### config.mk
export PLATFORM = sky130hd
export DESIGN_NAME = coin_scheduler
export DESIGN_NICKNAME = d
export VERILOG_FILES = /design/src/rtl/vend_pkg.sv /design/src/rtl/coin_fifo.sv /design/src/rtl/coin_scheduler.sv
export SDC_FILE = /design/constraint.sdc
export NUM_CORES = 1
export LEC_CHECK = 0
export ABC_AREA = 1
export CAP_MARGIN = 15
export CORE_ASPECT_RATIO = 0.9
export CORE_MARGIN = 2
export CORE_UTILIZATION = 53
export DETAILED_ROUTE_END_ITERATION = 6
export PLACE_DENSITY = 0.88
export RECOVER_POWER = 100
export SYNTH_ARGS = -nofsm -noshare
export SYNTH_HDL_FRONTEND = slang
export SYNTH_SLANG_ARGS = --single-unit
### constraint.sdc
create_clock -name clk -period 11.05 [get_ports clk]
set_input_delay 2.21 -clock clk [delete_from_list [all_inputs] [get_ports clk]]
set_output_delay 2.21 -clock clk [all_outputs]
set_load 0.005 [all_outputs]
### src/rtl/vend_pkg.sv
// Shared types for the coffee vending coin path: coin codes, scheduler
// states and the coin-to-strobe mapping used by the coin scheduler.
package vend_pkg;

    typedef enum logic [1:0] {
        NONE = 2'b00,
        C50  = 2'b01,
        C100 = 2'b10,
        C200 = 2'b11
    } coin_t;

    typedef enum logic [1:0] {
        S_IDLE  = 2'b00,
        S_PULSE = 2'b01,
        S_GAP   = 2'b10
    } sched_state_t;

    // Bit 0 drives r50, bit 1 r100, bit 2 r200; NONE maps to no strobe.
    function automatic logic [2:0] coin_to_onehot(input coin_t c);
        logic [2:0] oh;
        case (c)
            C50:     oh = 3'b001;
            C100:    oh = 3'b010;
            C200:    oh = 3'b100;
            default: oh = 3'b000;
        endcase
        return oh;
    endfunction

endpackage

### src/rtl/coin_fifo.sv
// Coin queue: DEPTH entries of coin_t, up to three ordered pushes and one
// pop per cycle. Pushes that do not fit are discarded from the highest
// index down and reported on 'dropped' in the same cycle.
module coin_fifo
    import vend_pkg::*;
#(
    parameter int DEPTH = 4
) (
    input  logic                         clk,
    input  logic                         rst,
    input  logic [2:0]                   push_vld,
    input  coin_t                        push_code [3],
    input  logic                         pop,
    output coin_t                        head,
    output logic [$clog2(DEPTH+1)-1:0]   count,
    output logic                         full,
    output logic                         dropped
);

    localparam int PW = $clog2(DEPTH);
    localparam int CW = $clog2(DEPTH + 1);

    coin_t          mem [DEPTH];
    logic [PW-1:0]  wr_ptr;
    logic [PW-1:0]  rd_ptr;
    logic [PW-1:0]  waddr [3];
    logic [2:0]     wen;
    logic [1:0]     n_push;
    logic [CW:0]    free;
    logic [CW-1:0]  count_n;

    // Pack accepted pushes into consecutive slots; a slot freed by this
    // cycle's pop is already usable.
    always_comb begin
        free    = (CW+1)'(DEPTH) - {1'b0, count} + {{CW{1'b0}}, pop};
        n_push  = '0;
        wen     = '0;
        dropped = 1'b0;
        for (int i = 0; i < 3; i++) begin
            waddr[i] = wr_ptr + PW'(n_push);
            if (push_vld[i]) begin
                if ((CW+1)'(n_push) < free) begin
                    wen[i] = 1'b1;
                    n_push = n_push + 2'd1;
                end else begin
                    dropped = 1'b1;
                end
            end
        end
        count_n = count + CW'(n_push) - CW'(pop);
    end

    // Pointers and occupancy; pointers wrap naturally since DEPTH is a power of two.
    always_ff @(posedge clk) begin
        if (!rst) begin
            wr_ptr <= '0;
            rd_ptr <= '0;
            count  <= '0;
            full   <= 1'b0;
        end else begin
            wr_ptr <= wr_ptr + PW'(n_push);
            rd_ptr <= rd_ptr + PW'(pop);
            count  <= count_n;
            full   <= (count_n == CW'(DEPTH));
        end
    end

    // Storage is data only and needs no reset; occupancy guards every read.
    always_ff @(posedge clk) begin
        for (int i = 0; i < 3; i++) begin
            if (wen[i]) begin
                mem[waddr[i]] <= push_code[i];
            end
        end
    end

    assign head = mem[rd_ptr];

endmodule

### src/rtl/coin_scheduler.sv
// Coin scheduler: edge-detects the three coin sensors, queues coins and
// feeds the vending FSM one single-cycle coin strobe at a time, each
// followed by GAP idle cycles, never starting a strobe while hold is high.
module coin_scheduler
    import vend_pkg::*;
#(
    parameter int DEPTH = 4,
    parameter int GAP   = 1
) (
    input  logic                         clk,
    input  logic                         rst,
    input  logic                         s50,
    input  logic                         s100,
    input  logic                         s200,
    input  logic                         hold,
    output logic                         r50,
    output logic                         r100,
    output logic                         r200,
    output logic [$clog2(DEPTH+1)-1:0]   count,
    output logic                         full,
    output logic                         rej,
    output logic                         overflow
);

    localparam int GW = $clog2(GAP + 1);

    logic [2:0]     sens;
    logic [2:0]     sens_q;
    logic [2:0]     ev;
    coin_t          push_code [3];
    coin_t          head;
    logic           dropped;
    logic           pop;

    sched_state_t   state;
    sched_state_t   state_n;
    logic [GW-1:0]  gcnt;
    logic [GW-1:0]  gcnt_n;
    logic [2:0]     r_q;
    logic [2:0]     r_n;

    assign sens = {s200, s100, s50};
    assign ev   = sens & ~sens_q;

    assign push_code[0] = C50;
    assign push_code[1] = C100;
    assign push_code[2] = C200;

    // Sensor history; loading it during reset too means a sensor held
    // through reset does not register as a new coin afterwards.
    always_ff @(posedge clk) begin
        sens_q <= sens;
    end

    coin_fifo #(
        .DEPTH (DEPTH)
    ) u_fifo (
        .clk       (clk),
        .rst       (rst),
        .push_vld  (ev),
        .push_code (push_code),
        .pop       (pop),
        .head      (head),
        .count     (count),
        .full      (full),
        .dropped   (dropped)
    );

    // Drop reporting: one-cycle rej plus a sticky overflow flag.
    always_ff @(posedge clk) begin
        if (!rst) begin
            rej      <= 1'b0;
            overflow <= 1'b0;
        end else begin
            rej      <= dropped;
            overflow <= overflow | dropped;
        end
    end

    // State register, gap counter and registered coin strobes.
    always_ff @(posedge clk) begin
        if (!rst) begin
            state <= S_IDLE;
            gcnt  <= '0;
            r_q   <= '0;
        end else begin
            state <= state_n;
            gcnt  <= gcnt_n;
            r_q   <= r_n;
        end
    end

    // Next-state: hold only gates the start of a delivery, never a pulse or gap in flight.
    always_comb begin
        state_n = state;
        gcnt_n  = gcnt;
        case (state)
            S_IDLE: begin
                if ((count != '0) && !hold) begin
                    state_n = S_PULSE;
                end
            end
            S_PULSE: begin
                state_n = S_GAP;
                gcnt_n  = GW'(GAP);
            end
            S_GAP: begin
                if (gcnt <= GW'(1)) begin
                    state_n = S_IDLE;
                    gcnt_n  = '0;
                end else begin
                    gcnt_n  = gcnt - GW'(1);
                end
            end
            default: begin
                state_n = S_IDLE;
                gcnt_n  = '0;
            end
        endcase
    end

    // Outputs: strobe is prepared on entry to PULSE, head is popped while in PULSE.
    always_comb begin
        pop = (state == S_PULSE);
        r_n = '0;
        if ((state == S_IDLE) && (state_n == S_PULSE)) begin
            r_n = coin_to_onehot(head);
        end
    end

    assign r50  = r_q[0];
    assign r100 = r_q[1];
    assign r200 = r_q[2];

endmodule

# Word-level counts from Yosys, hierarchy flattened

Memory sizes are Yosys's and may differ from the RTL's. A register that Yosys moved wholly into a read port is not among the register bits.
Cells that the tools add are included.

Bits in registers: 19
Bits in latches: 0
Memory bits (writable): 8
Memory bits (read-only): 0
Input port bits: 6
Logic and storage cells: 73
Memories kept: 1

Add/sub/neg operators: 11
Multipliers: 0
Div/mod/pow operators: 0
Magnitude comparators: 4
Equality and inequality tests: 7
Shifts and indexed selects: 0
Muxes and demuxes: 31
Bitwise logic cells: 3
Reduce and logical (&&, ||, !) cells: 6

Memories:

| name       | depth | bits a word | rd ports | clocked after Yosys merged registers in | write ports | RTL line        | RTL |
|---|---|---|---|---|---|---|---|
| u_fifo.mem | 4     | 2           | 1        | 1                                       | 3           | coin_fifo.sv:23 | `coin_t mem [DEPTH];` |

Operators with widths:

| kind                                                                        | number |
|---|---|
| 1-bit two-way mux                                                           | 20 |
| 2-bit two-way mux                                                           | 8 |
| 3-bit case mux with 3 select lines                                          | 1 |
| 2-bit by 4-bit less-than comparator with 1-bit output                       | 2 |
| 2-bit adder                                                                 | 3 |
| 2-bit by 1-bit == test with 1-bit output, second input constant             | 3 |
| 2-bit == test, second input constant                                        | 3 |
| 2-bit case mux with 3 select lines                                          | 1 |
| 2-bit by 1-bit adder with 2-bit output, second input constant               | 2 |
| 4-bit by 1-bit adder with 4-bit output                                      | 1 |
| 1-bit by 4-bit less-than comparator with 1-bit output, first input constant | 1 |
| 3-bit by 3-bit subtractor with 4-bit output, first input constant           | 1 |
| 3-bit by 2-bit adder with 3-bit output                                      | 1 |
| 3-bit bitwise AND                                                           | 1 |
| 3-bit == test, second input constant                                        | 1 |
| 3-bit inverter                                                              | 1 |
| 1-bit case mux with 3 select lines                                          | 1 |
| 3-bit nonzero test                                                          | 1 |
| 3-bit by 1-bit subtractor with 3-bit output                                 | 1 |
| 2-bit by 1-bit adder with 2-bit output                                      | 1 |
| 1-bit logical AND                                                           | 2 |
| 2-bit logical NOT                                                           | 1 |
| 2-bit AND reduction                                                         | 1 |
| 1-bit less-or-equal comparator, second input constant                       | 1 |
| other kinds (3)                                                             | 3 |

# Logic depth before layout (Yosys ltp)

Gate-level depths: netlist of run 1.

Word-level depth: 14
Gate-level depth with buffers: 27

# By module

Synthesis of run 1 repeated with hierarchy kept, for this count alone.

Cells, all modules: 210
Area, all modules: 1599.0 um^2

By module, submodules not included:

| module         | times used | cells an instance | area an instance (um^2) | seq. area each (um^2) |
|---|---|---|---|---|
| coin_fifo      | 1          | 168               | 1267.5                  | 400.4 |
| coin_scheduler | 1          | 42                | 331.6                   | 200.2 |

# Least setup slack after synthesis of run 1

Ideal clock, no wire load.

Path type: in2reg
Start: in s50
End: reg u_fifo.full
Library setup time: 78 ps
Data arrival time: 4640 ps
Slack: 6333 ps
Stages: 20
Cell sequence: inv_1 > nor2_4 > nand2_1 > inv_1 > ha_1 > nand2_1 > inv_1 > ha_1 > nand2_2 > nand2_4 > nand2_4 > nand4_1 > nand2_2 > inv_1 > ha_1 > inv_1 > fa_1 > xnor2_1 > nand2_1 > nor3_1

Word-level cells in the longest chain between the ends: 11
Elaborated cells on any way between the ends: 13

Ends and longest elaborated chain:

| element                                                                                                         | RTL line                         | RTL |
|---|---|---|
| start, declared                                                                                                 | coin_scheduler.sv:12             | `input logic s50,` |
| 3-bit bitwise AND *                                                                                             | coin_scheduler.sv:43             | `assign ev = sens & ~sens_q;` |
| 2-bit two-way mux *                                                                                             | coin_fifo.sv:41                  | `if (push_vld[i]) begin` |
| 2-bit by 4-bit less-than comparator with 1-bit output or 2-bit by 1-bit adder with 2-bit output (tied branches) | coin_fifo.sv:42, coin_fifo.sv:44 |  |
| 2-bit two-way mux                                                                                               | coin_fifo.sv:42                  | `if ((CW+1)'(n_push) < free) begin` |
| 2-bit two-way mux *                                                                                             | coin_fifo.sv:41                  |  |
| 2-bit by 4-bit less-than comparator with 1-bit output or 2-bit by 1-bit adder with 2-bit output (tied branches) | coin_fifo.sv:42, coin_fifo.sv:44 |  |
| 2-bit two-way mux                                                                                               | coin_fifo.sv:42                  |  |
| 2-bit two-way mux *                                                                                             | coin_fifo.sv:41                  |  |
| 3-bit by 2-bit adder with 3-bit output *                                                                        | coin_fifo.sv:50                  | `count_n = count + CW'(n_push) - CW'(pop);` |
| 3-bit by 1-bit subtractor with 3-bit output *                                                                   | coin_fifo.sv:50                  |  |
| 3-bit == test *                                                                                                 | coin_fifo.sv:64                  | `full <= (count_n == CW'(DEPTH));` |
| end signal, assigned                                                                                            | coin_fifo.sv:64                  |  |
| end, declared                                                                                                   | coin_fifo.sv:16                  | `output logic full,` |

Mark *: on every way between the ends. The rest lies on a longest branch, timed or not.
A chain may end at the register's enable or synchronous reset.

# Final worst setup path of run 1

Ends and elaborated chain as after synthesis.

==> results.rst, run 1 <==
.. list-table::
   :header-rows: 1

   * - Metric
     - Value
   * - First-pass GRT wire length
     - 4.31 mm
   * - Count of endpoints failing hold in the final timing report
     - 0
   * - Number of cells after detailed placement
     - 218
   * - P&R area growth vs syn
     - 12.3%
   * - Antenna diode count
     - 0
   * - Number of buffers added to fix hold violations after cts
     - 0
   * - Total gr overflow
     - 0
   * - Effective utilization at floorplan
     - 56.2%
   * - Via density
     - 5.01
   * - Gate power share
     - 48.3%
   * - Height of the die
     - 52.7 µm
   * - Achievable Freq
     - 187 MHz
   * - Largest net degree at the start of global routing
     - 16
   * - Static Leak
     - 0.823 nW
   * - Transition at the pin with the smallest max-transition slack
     - 0.417 ns
   * - Clock power frac
     - 16.2%
   * - Flop2flop setup slack
     - 6.92 ns
   * - Finished Layout Cells
     - 222
   * - Worst setup slack before clock tree synthesis
     - 5.63 ns
   * - Critical R2R Capture
     - u_fifo.full$_SDFF_PN0_
   * - Worst r2r src
     - state[0]$_SDFF_PN0_
   * - Cell count after synthesis
     - 178
   * - Number of cell instances on the worst register-to-register path
     - 26
   * - Internal power contribution
     - 242 µW
   * - Detailed-route via count
     - 1,113
   * - Std-Cell Rows
     - 17
   * - Via count of the first global-routing pass
     - 1,024
   * - Seq cells post-synth
     - 26
   * - Hold Crit Start
     - overflow$_SDFF_PN0_
   * - Deepest level of the CTS H-tree
     - 1
   * - Detail-routed net length per standard cell
     - 10.7 µm
   * - Unrepaired setup endpoints after global routing
     - no
   * - Sum of internal, switching and leakage power
     - 404 µW
   * - Switching component of the power
     - 163 µW
   * - Setup tns final
     - 0 ns
   * - Post-synthesis sequential area ratio
     - 37.2%
   * - Number of remaining DRC errors
     - 0
   * - Count of final max-slew check failures
     - 0
   * - Unique masters post-synth
     - 24
   * - Total routing usage reported by global routing
     - 18.8%
   * - # Post-CTS Setup Buffers
     - 0
   * - TritonCTS clock tree
     - yes
   * - Net Sw Frac
     - 40.2%
   * - Cell area after technology mapping
     - 0.00140 mm²
   * - Half-perimeter wire length of the detailed placement result
     - 1.90 mm
   * - Endpoint, Worst Hold
     - overflow$_SDFF_PN0_
   * - Top-Level Pins
     - 15
   * - Worst hold slack after final layout
     - 0.452 ns
   * - Root buffer cell
     - sky130_fd_sc_hd__clkbuf_4
   * - Type of the worst min-delay path
     - flip-flop to flip-flop
   * - Number of CTS-inserted buffers
     - 3
   * - Critical path class
     - input port to flip-flop
   * - Router iterations before antenna repair
     - 4
   * - Synth warn
     - 0
   * - Endpoint class of the critical path
     - flip-flop
   * - Hold Path Stages
     - 2
   * - Final ANT Viol Nets
     - 0
   * - Final weighted congestion in routability-driven placement
     - 0.796
   * - Period minus WS final
     - 5.34 ns
   * - Number of gates resized after cts
     - 0
   * - Total length of routed wires
     - 2.39 mm
   * - Nets
     - 213
   * - Worst Path Required
     - 11.32 ns
   * - Status
     - finished clean
   * - Max-Slew Margin vs Limit
     - 72.0%
   * - Max Root-Sink Buffers
     - 2
   * - Top cells by area, synth
     - sky130_fd_sc_hd__dfxtp_1 (37%), sky130_fd_sc_hd__inv_1 (10%), sky130_fd_sc_hd__ha_1 (9.8%)
   * - Clock transition at the register clock pins on the worst setup and hold paths after CTS
     - 0.14 ns
   * - Sequential fraction of design power
     - 35.6%
   * - Clock network latency to the later pin of the worst-skew pair
     - 0.33 ns
   * - Core ar.
     - 0.00249 mm²
   * - Max Fanout on Critical Path
     - 5
   * - Die area
     - 0.00307 mm²
   * - 1st-iter DRT viols
     - 52
   * - Fraction of layout instances using a drive strength above 1
     - 7.73%
   * - Max Clock Skew
     - 0.00248 ns
   * - Mean cell area of the mapped netlist
     - 7.86 µm²
   * - Final worst setup slack
     - 5.71 ns
   * - Count of maximum capacitance violations
     - 0
   * - Horizontal die dimension
     - 58.2 µm
   * - Areal power density over the cells
     - 257 mW/mm²
   * - Largest area contributor in the netlist
     - sky130_fd_sc_hd__dfxtp_1
   * - Final period utilization
     - 48.4%
   * - Share of the synthesized area in the top cell type
     - 37.2%
   * - Number of antenna violations at the first check in global routing
     - 0
   * - Synth Net Count
     - 196
   * - Maximum resistive drop on vdd
     - 0.000157 V
   * - Critical Path Start Type
     - input port
   * - CTS sink count
     - 26
   * - Number of buffers inserted by port buffering
     - 14
   * - Fillers
     - 212
   * - Arrival time at the worst endpoint
     - 5.61 ns
   * - Setup violators final
     - 0
critical path, cell delays in order:
cell and delay, ns:
sky130_fd_sc_hd__dlygate4sd3_1 0.53, sky130_fd_sc_hd__inv_1 0.04, sky130_fd_sc_hd__nor2_1 0.24, sky130_fd_sc_hd__nand2_1 0.18, sky130_fd_sc_hd__inv_1 0.12, sky130_fd_sc_hd__ha_1 0.14, sky130_fd_sc_hd__nand2_1 0.10, sky130_fd_sc_hd__inv_1 0.14
sky130_fd_sc_hd__ha_1 0.25, sky130_fd_sc_hd__nand2_2 0.07, sky130_fd_sc_hd__nand2_1 0.06, sky130_fd_sc_hd__nand2_1 0.12, sky130_fd_sc_hd__nand4_1 0.11, sky130_fd_sc_hd__nand2_2 0.10, sky130_fd_sc_hd__inv_1 0.04, sky130_fd_sc_hd__ha_1 0.26
sky130_fd_sc_hd__inv_1 0.05, sky130_fd_sc_hd__fa_1 0.43, sky130_fd_sc_hd__xnor2_1 0.18, sky130_fd_sc_hd__nand2_1 0.08, sky130_fd_sc_hd__nor3_1 0.13
metal layers:
metal / up-vias / track usage, % / part of all wire, %
met4: 0 / 5.81 / 1.3
met2: 29 / 30.3 / 45
met5: - / 0 / 0
met3: 4 / 5.19 / 5.2
li1: 593 / - / -
met1: 487 / 24.2 / 48
cell usage in the layout, fill, tap and decap left out, types with 2 or more instances in the layout:
cell and n:
sky130_fd_sc_hd__clkbuf_4 3, sky130_fd_sc_hd__dfxtp_1 26, sky130_fd_sc_hd__dlygate4sd3_1 13, sky130_fd_sc_hd__ha_1 11, sky130_fd_sc_hd__inv_1 38, sky130_fd_sc_hd__inv_2 2, sky130_fd_sc_hd__nand2_1 34, sky130_fd_sc_hd__nand2_2 3
sky130_fd_sc_hd__nand3_1 7, sky130_fd_sc_hd__nand3_2 5, sky130_fd_sc_hd__nand4_1 2, sky130_fd_sc_hd__nor2_1 16, sky130_fd_sc_hd__nor3_1 6, sky130_fd_sc_hd__o211ai_1 5, sky130_fd_sc_hd__o21ai_0 7, sky130_fd_sc_hd__xnor2_1 7
cells by family (layout without fill, tap and decap cells):
kind of cell	after synthesis	count (layout)	synth area share, %
AOI/OAI and AO/OA	16	16	7.87
and+or+nand+nor	74	74	26.8
buffers and inverters	42	58	11.8
xor gates and xnor gates	8	8	5.01
adders and majority gates	12	12	11.3
DFF	26	26	37.2
worst max-delay path by stage:
stage | depth (start not counted) | to | from
2_1_floorplan | 20 | u_fifo.full$_SDFF_PN0_ | s50
3_3_place_gp | 21 | u_fifo.full$_SDFF_PN0_ | s50
3_5_place_dp | 21 | u_fifo.full$_SDFF_PN0_ | s50
4_1_cts | 21 | u_fifo.full$_SDFF_PN0_ | s50
5_1_grt | 21 | u_fifo.full$_SDFF_PN0_ | s50
6_report | 21 | u_fifo.full$_SDFF_PN0_ | s50
power by group through the flow:
| stage | Sequential [mW] | Combinational [mW] | Clock (mW) |
|---|---|---|---|
| after CTS | 0.144 | 0.213 | 0.0670 |
| after global placement | 0.145 | 0.206 | 0 |
| after floorplan | 0.139 | 0.169 | 0 |
| final | 0.144 | 0.195 | 0.0653 |
| after global routing | 0.148 | 0.230 | 0.0706 |
| after detailed placement | 0.147 | 0.211 | 0 |
through the flow:
step / cell area (µm²) / utilization, %
finish: 1570 / 63.1
global route: 1570 / 63.1
CTS: 1610 / 64.8
detailed placement: 1560 / 62.6
global placement: 1560 / 62.6
floorplan: 1400 / -
Yosys cell counts, drive strengths merged:
master / count
inv: 40
nand2: 37
dfxtp: 26
nor2: 16
nand3: 12
ha: 11
o21ai: 7
xnor2: 7
nor3: 6
o211ai: 6
buf: 2
nand4: 2
a21oi: 1
a32oi: 1
fa: 1
nor4: 1
o22ai: 1
xor2: 1
cell type report:
cell class | count | area, µm² | area share (%)
clock buffer | 3 | 22.5 | 1.43
clock inverter | 1 | 30.0 | 1.91
multi-input combinational | 110 | 673 | 42.8
inverter | 40 | 150 | 9.55
tap | 28 | 35.0 | 2.23
timing repair buffer | 14 | 140 | 8.92
sequential | 26 | 520 | 33.1
state kept, by name, summed over array words and instances (netlist names), 2 cells and up:
name and flops:
state 2, u_fifo.count 3, u_fifo.wr_ptr 2, sens_q 3, u_fifo.mem 8, r_q 3
u_fifo.rd_ptr 2
No activity file was read; power rests on OpenSTA's default activity.
==> inputs of run 2 (changes only) <==
==> constraint.sdc (replaced) <==
create_clock -name clk -period 5.3 [get_ports clk]
set_input_delay 1.06 -clock clk [delete_from_list [all_inputs] [get_ports clk]]
set_output_delay 1.06 -clock clk [all_outputs]
set_load 0.005 [all_outputs]
==> results.rst, run 2 (synthesis results as in run 1) <==
.. list-table::
   :header-rows: 1

   * - Metric
     - Value
   * - Status
     - finished clean
   * - Count of final max-slew check failures
     - 0 (unchanged)
   * - Antenna diode count
     - 0 (unchanged)
   * - Clock transition at the register clock pins on the worst setup and hold paths after CTS
     - 0.13 ns (about the same)
   * - Number of antenna violations at the first check in global routing
     - 0 (unchanged)
   * - Setup violators final
     - 0 (unchanged)
   * - Unrepaired setup endpoints after global routing
     - no
   * - First-pass GRT wire length
     - 4.15 mm (-3.7%)
   * - Net Sw Frac
     - 40.1% (-0.13 points)
   * - Largest net degree at the start of global routing
     - 16 (unchanged)
   * - Count of endpoints failing hold in the final timing report
     - 0 (unchanged)
   * - Number of CTS-inserted buffers
     - 3 (unchanged)
   * - Root buffer cell
     - sky130_fd_sc_hd__clkbuf_4
   * - Worst Path Required
     - 5.55 ns (-5.77 ns)
   * - Die area
     - 0.00307 mm² (unchanged)
   * - Via density
     - 4.91 (-2.0%)
   * - Number of gates resized after cts
     - 0 (unchanged)
   * - Total gr overflow
     - 0 (unchanged)
   * - Number of remaining DRC errors
     - 0 (unchanged)
   * - Final ANT Viol Nets
     - 0 (unchanged)
   * - Arrival time at the worst endpoint
     - 4.45 ns (-1.16 ns)
   * - Clock power frac
     - 15.9% (-0.3 points)
   * - Sum of internal, switching and leakage power
     - 843 µW (+110%)
   * - Final weighted congestion in routability-driven placement
     - 0.818 (+2.8%)
   * - Final core occ
     - 63.4% (+0.30 points)
   * - Std-Cell Rows
     - 17 (unchanged)
   * - Number of flip-flops in the largest register
     - 8 (unchanged)
   * - Most common library cell in the layout ignoring fill and taps
     - sky130_fd_sc_hd__inv_1
   * - CTS sink count
     - 26 (unchanged)
   * - Max Root-Sink Buffers
     - 2 (unchanged)
   * - Fraction of layout instances using a drive strength above 1
     - 8.25% (+0.52 points)
   * - Max-Slew Margin vs Limit
     - 74.0% (+2.0 points)
   * - Setup tns final
     - 0 ns (unchanged)
   * - Sequential standard cell area
     - 520 µm² (unchanged)
   * - Endpoint class of the critical path
     - flip-flop
   * - Height of the die
     - 52.7 µm (unchanged)
   * - Type of the worst min-delay path
     - flip-flop to flip-flop
   * - Detailed-route via count
     - 1,091 (-2.0%)
   * - Detail-routed net length per standard cell
     - 10.7 µm (about the same)
   * - Nets
     - 213 (unchanged)
   * - TritonCTS clock tree
     - yes
   * - Half-perimeter wire length of the detailed placement result
     - 1.96 mm (+3.0%)
   * - Number of buffers inserted by port buffering
     - 14 (unchanged)
   * - Hold Path Stages
     - 2 (unchanged)
   * - Total length of routed wires
     - 2.39 mm (about the same)
   * - Gate power share
     - 48.6% (+0.3 points)
   * - Router iterations before antenna repair
     - 4 (unchanged)
   * - Internal power contribution
     - 505 µW (+110%)
   * - Core ar.
     - 0.00249 mm² (unchanged)
   * - Commonest cells after routing, fill and taps aside
     - sky130_fd_sc_hd__inv_1 (38), sky130_fd_sc_hd__nand2_1 (34), sky130_fd_sc_hd__dfxtp_1 (26)
   * - Horizontal die dimension
     - 58.2 µm (unchanged)
   * - Number of cell instances on the worst register-to-register path
     - 26 (unchanged)
   * - Deepest level of the CTS H-tree
     - 1 (unchanged)
   * - Areal power density over the cells
     - 534 mW/mm² (+110%)
   * - Via count of the first global-routing pass
     - 964 (-5.9%)
   * - 1st-iter DRT viols
     - 37 (-29%)
   * - Critical Path Start Type
     - flip-flop
   * - Switching component of the power
     - 338 µW (+110%)
   * - Sequential fraction of design power
     - 35.6% (about the same)
   * - Area used by multi-input combinational logic
     - 681 µm² (+1.1%)
   * - Static Leak
     - 0.824 nW (about the same)
   * - Total routing usage reported by global routing
     - 18.0% (-0.76 points)
   * - Max Clock Skew
     - 0.00428 ns (+0.00180 ns)
   * - Count of maximum capacitance violations
     - 0 (unchanged)
   * - # Post-CTS Setup Buffers
     - 0 (unchanged)
   * - Clock network latency to the later pin of the worst-skew pair
     - 0.32 ns (about the same)
   * - Max Fanout on Critical Path
     - 5 (unchanged)
   * - Effective utilization at floorplan
     - 56.2% (unchanged)
   * - Top-Level Pins
     - 15 (unchanged)
   * - Period minus WS final
     - 4.20 ns
   * - P&R area growth vs syn
     - 12.9%
   * - Final period utilization
     - 79.2%
   * - Critical path class
     - flip-flop to flip-flop
   * - Transition at the pin with the smallest max-transition slack
     - 0.387 ns (-0.0297 ns)
   * - Number of buffers added to fix hold violations after cts
     - 0 (unchanged)
   * - Achievable Freq
     - 238 MHz
   * - Fillers
     - 228 (+7.5%)
   * - Maximum resistive drop on vdd
     - 0.000319 V (+100%)
[run 2: cell types whose count changed in the layout (fill, tap and decap cells not counted)]
| cell | previous run | this run |
|---|---|---|
| sky130_fd_sc_hd__nor2_1 | 16 | 15 |
| sky130_fd_sc_hd__nor2_4 | 0 | 1 |
[run 2: worst max-delay path: stages (launching register included)]
cell and delay (ns):
sky130_fd_sc_hd__dfxtp_1 0.33, sky130_fd_sc_hd__inv_1 0.04, sky130_fd_sc_hd__nor2_1 0.20, sky130_fd_sc_hd__inv_1 0.10, sky130_fd_sc_hd__ha_1 0.21, sky130_fd_sc_hd__inv_1 0.07
sky130_fd_sc_hd__ha_1 0.24, sky130_fd_sc_hd__nor2_1 0.15, sky130_fd_sc_hd__nand3_1 0.14, sky130_fd_sc_hd__nand2_1 0.18, sky130_fd_sc_hd__inv_1 0.08, sky130_fd_sc_hd__ha_1 0.20
sky130_fd_sc_hd__nand2_1 0.14, sky130_fd_sc_hd__inv_1 0.10, sky130_fd_sc_hd__ha_1 0.29, sky130_fd_sc_hd__nand2_2 0.06, sky130_fd_sc_hd__nand2_1 0.06, sky130_fd_sc_hd__nand2_1 0.14
sky130_fd_sc_hd__nand4_1 0.12, sky130_fd_sc_hd__nand2_2 0.10, sky130_fd_sc_hd__inv_1 0.05, sky130_fd_sc_hd__ha_1 0.27, sky130_fd_sc_hd__inv_1 0.05, sky130_fd_sc_hd__fa_1 0.42
sky130_fd_sc_hd__xnor2_1 0.16, sky130_fd_sc_hd__nand2_1 0.08, sky130_fd_sc_hd__nor3_1 0.14
[run 2: power groups by stage]
stage | Combinational [mW] | Clock [mW] | Sequential [mW]
floorplan | 0.353 | 0 | 0.290
global placement | 0.428 | 0 | 0.303
detailed placement | 0.445 | 0 | 0.305
CTS | 0.447 | 0.137 | 0.300
global route | 0.475 | 0.146 | 0.310
finish | 0.409 | 0.134 | 0.300
[run 2: area by class of cell]
| cell class | instances | area share (%) |
|---|---|---|
| Multi-Input combinational cell | 110 | 43.1 |
| Inverter | 40 | 9.51 |
| Sequential cell | 26 | 33.0 |
| Tap cell | 28 | 2.22 |
| Clock buffer | 3 | 1.43 |
| Clock inverter | 1 | 1.90 |
| Timing Repair Buffer | 14 | 8.87 |
[run 2: metrics by stage]
step	hold slack (ns)	setup slack (ns)	instance area [µm²]	cells
final	0.447	1.10	1580	222
after global placement	0.434	1.13	1560	218
after detailed placement	0.435	0.995	1560	218
after floorplan	0.423	1.65	1400	178
after global routing	0.488	0.745	1580	222
after CTS	0.454	1.16	1610	222
[run 2: metal layers]
layer,global-route usage (%),up-vias,wire [µm]
met5,0,-,0
met4,2.33,0,7
met3,3.70,2,93
met2,29.9,22,1090
met1,24.7,478,1190
li1,-,589,-
[run 2: path summary, 6_finish.rpt]
path,slack [ns],startpoint,to
worst max-delay path,1.10,state[0]$_SDFF_PN0_,u_fifo.full$_SDFF_PN0_
worst max register to register,1.10,state[0]$_SDFF_PN0_,u_fifo.full$_SDFF_PN0_
worst min register to register,0.45,overflow$_SDFF_PN0_,overflow$_SDFF_PN0_
worst min-delay path,0.45,overflow$_SDFF_PN0_,overflow$_SDFF_PN0_
==> RTL edit: new RTL, flow settings as in run 1 <==
Reset style: asynchronous (`rst`), changed in 3 clocked blocks.
--- a/src/rtl/coin_fifo.sv
+++ b/src/rtl/coin_fifo.sv
@@ -52,5 +52,5 @@
 
     // Pointers and occupancy; pointers wrap naturally since DEPTH is a power of two.
-    always_ff @(posedge clk) begin
+    always_ff @(posedge clk or negedge rst) begin
         if (!rst) begin
             wr_ptr <= '0;
--- a/src/rtl/coin_scheduler.sv
+++ b/src/rtl/coin_scheduler.sv
@@ -68,5 +68,5 @@
 
     // Drop reporting: one-cycle rej plus a sticky overflow flag.
-    always_ff @(posedge clk) begin
+    always_ff @(posedge clk or negedge rst) begin
         if (!rst) begin
             rej      <= 1'b0;
@@ -79,5 +79,5 @@
 
     // State register, gap counter and registered coin strobes.
-    always_ff @(posedge clk) begin
+    always_ff @(posedge clk or negedge rst) begin
         if (!rst) begin
             state <= S_IDLE;
Function: differs if rst is asserted again (counterexample within 4 cycles, from zero or initial values and one cycle with rst low); with rst held inactive, the same outputs for 10 cycles.
==> RTL edit against run 1 <==
Critical path type unchanged. Worst setup slack worse by 0.12 ns. First-iteration DRC count is 29% lower. Final area is 3.5% higher. Wire length is 15% higher. Power is 28% higher. Fmax is 2.1% lower. Sequential cell count stayed put. Synthesized area is 1.1% higher. Non-clock buffer count stayed put.
==> RTL edit: results (changes against run 1) <==
status=completed; Max VDD drop=0.261 mV (+66%); Post-synth top cells=inv_1, nand2_1, dfrtp_1; WP data arrival=5.74 ns (+0.13 ns); post-DP HPWL=2.23 mm (+17%); Post-Synth Adder-Cell Area=11.2% (-0.12 points); GR Layer Usage met3=4.40% (-0.78 points); Post-Synth XOR/XNOR Area=5.49% (+0.48 points); met2 wire len=1.37 mm (+27%); fmax=183 MHz (-2.1%); DP Worst Slack=5.52 ns (-0.114 ns); met1 Use GR=27.0% (+2.8 points); Post-Route Skew=0.00746 ns (+0.00498 ns); Top Family by Delay on Critical Path=simple AND/OR/NAND/NOR gates; Synth cell types=28 (+17%); sequential share of the synthesized area=42.1% (+4.9 points); WL met3=112 um (-9.7%); Hold Startpoint=state[0]; fraction of layout cells with a size suffix above 1=9.29% (+1.6 points); final RePlAce weighted congestion=0.828 (+4.0%); top_reg_cell synth=dfrtp_1; Least-Margin Pin Slew=0.643 ns (+0.227 ns); first-pass GRT wire length=4.95 mm (+15%); wire length per cell=13.0 um (+21%); P_leak=0.867 nW (+5.3%); reg-to-reg startpoint=state[1]; Hold Crit Endpoint=state[0]; CTS Buf Count=3 (unchanged); Compound-Gate Fraction of Synth Area=7.70% (-0.17 points); final wirelength=2.75 mm (+15%); synthesized net count=183 (-6.6%); Vias=1127 (+1.3%); FF-to-FF path depth=24 (-7.7%); 1st-iter DRT viols=37 (-29%); r2r endpoint=u_fifo.full; worst hold path cell count=1 (-1); top cells by area, synth=dfrtp_1, dfxtp_1, ha_1; placed cell area=1590 sq um (+1.9%); post-synthesis cell count=165 (-7.3%); worst-path fanout max=8 (+3); GRT met2 Usage=37.3% (+7.0 points); asr flop ratio synth=57.7% (+58 points); hold_ws=0.485 ns (+0.0328 ns); layout net count=202 (-5.2%)
-- RTL edit: cell count changes in the layout (fill, tap and decap cells not counted), moves of 3 or more --
cell / before / now
xor2_1: 1 / 4
dfxtp_1: 26 / 11
nand4_1: 2 / 6
o21ai_1: 0 / 5
dfrtp_1: 0 / 15
o211ai_1: 5 / 0
a21oi_1: 1 / 4
xnor2_1: 7 / 3
nand3_2: 5 / 2
nor2_1: 16 / 7
nand3_1: 7 / 3
nor2_2: 0 / 3
-- RTL edit: report_power, final --
part	switching, mW	internal, mW	total [mW]
Clock	0.0304	0.0367	0.0671
Sequential	0.0321	0.137	0.169
Combinational	0.164	0.116	0.280
-- RTL edit: layout make-up --
cell class                 count  area (sq um)
clock buffer                   3          22.5
clock inverter                 1          30.0
fill                         218           862
inverter                      37           139
multi-input combinational    102           664
sequential                    26           596
tap                           28          35.0
timing repair buffer          14           140
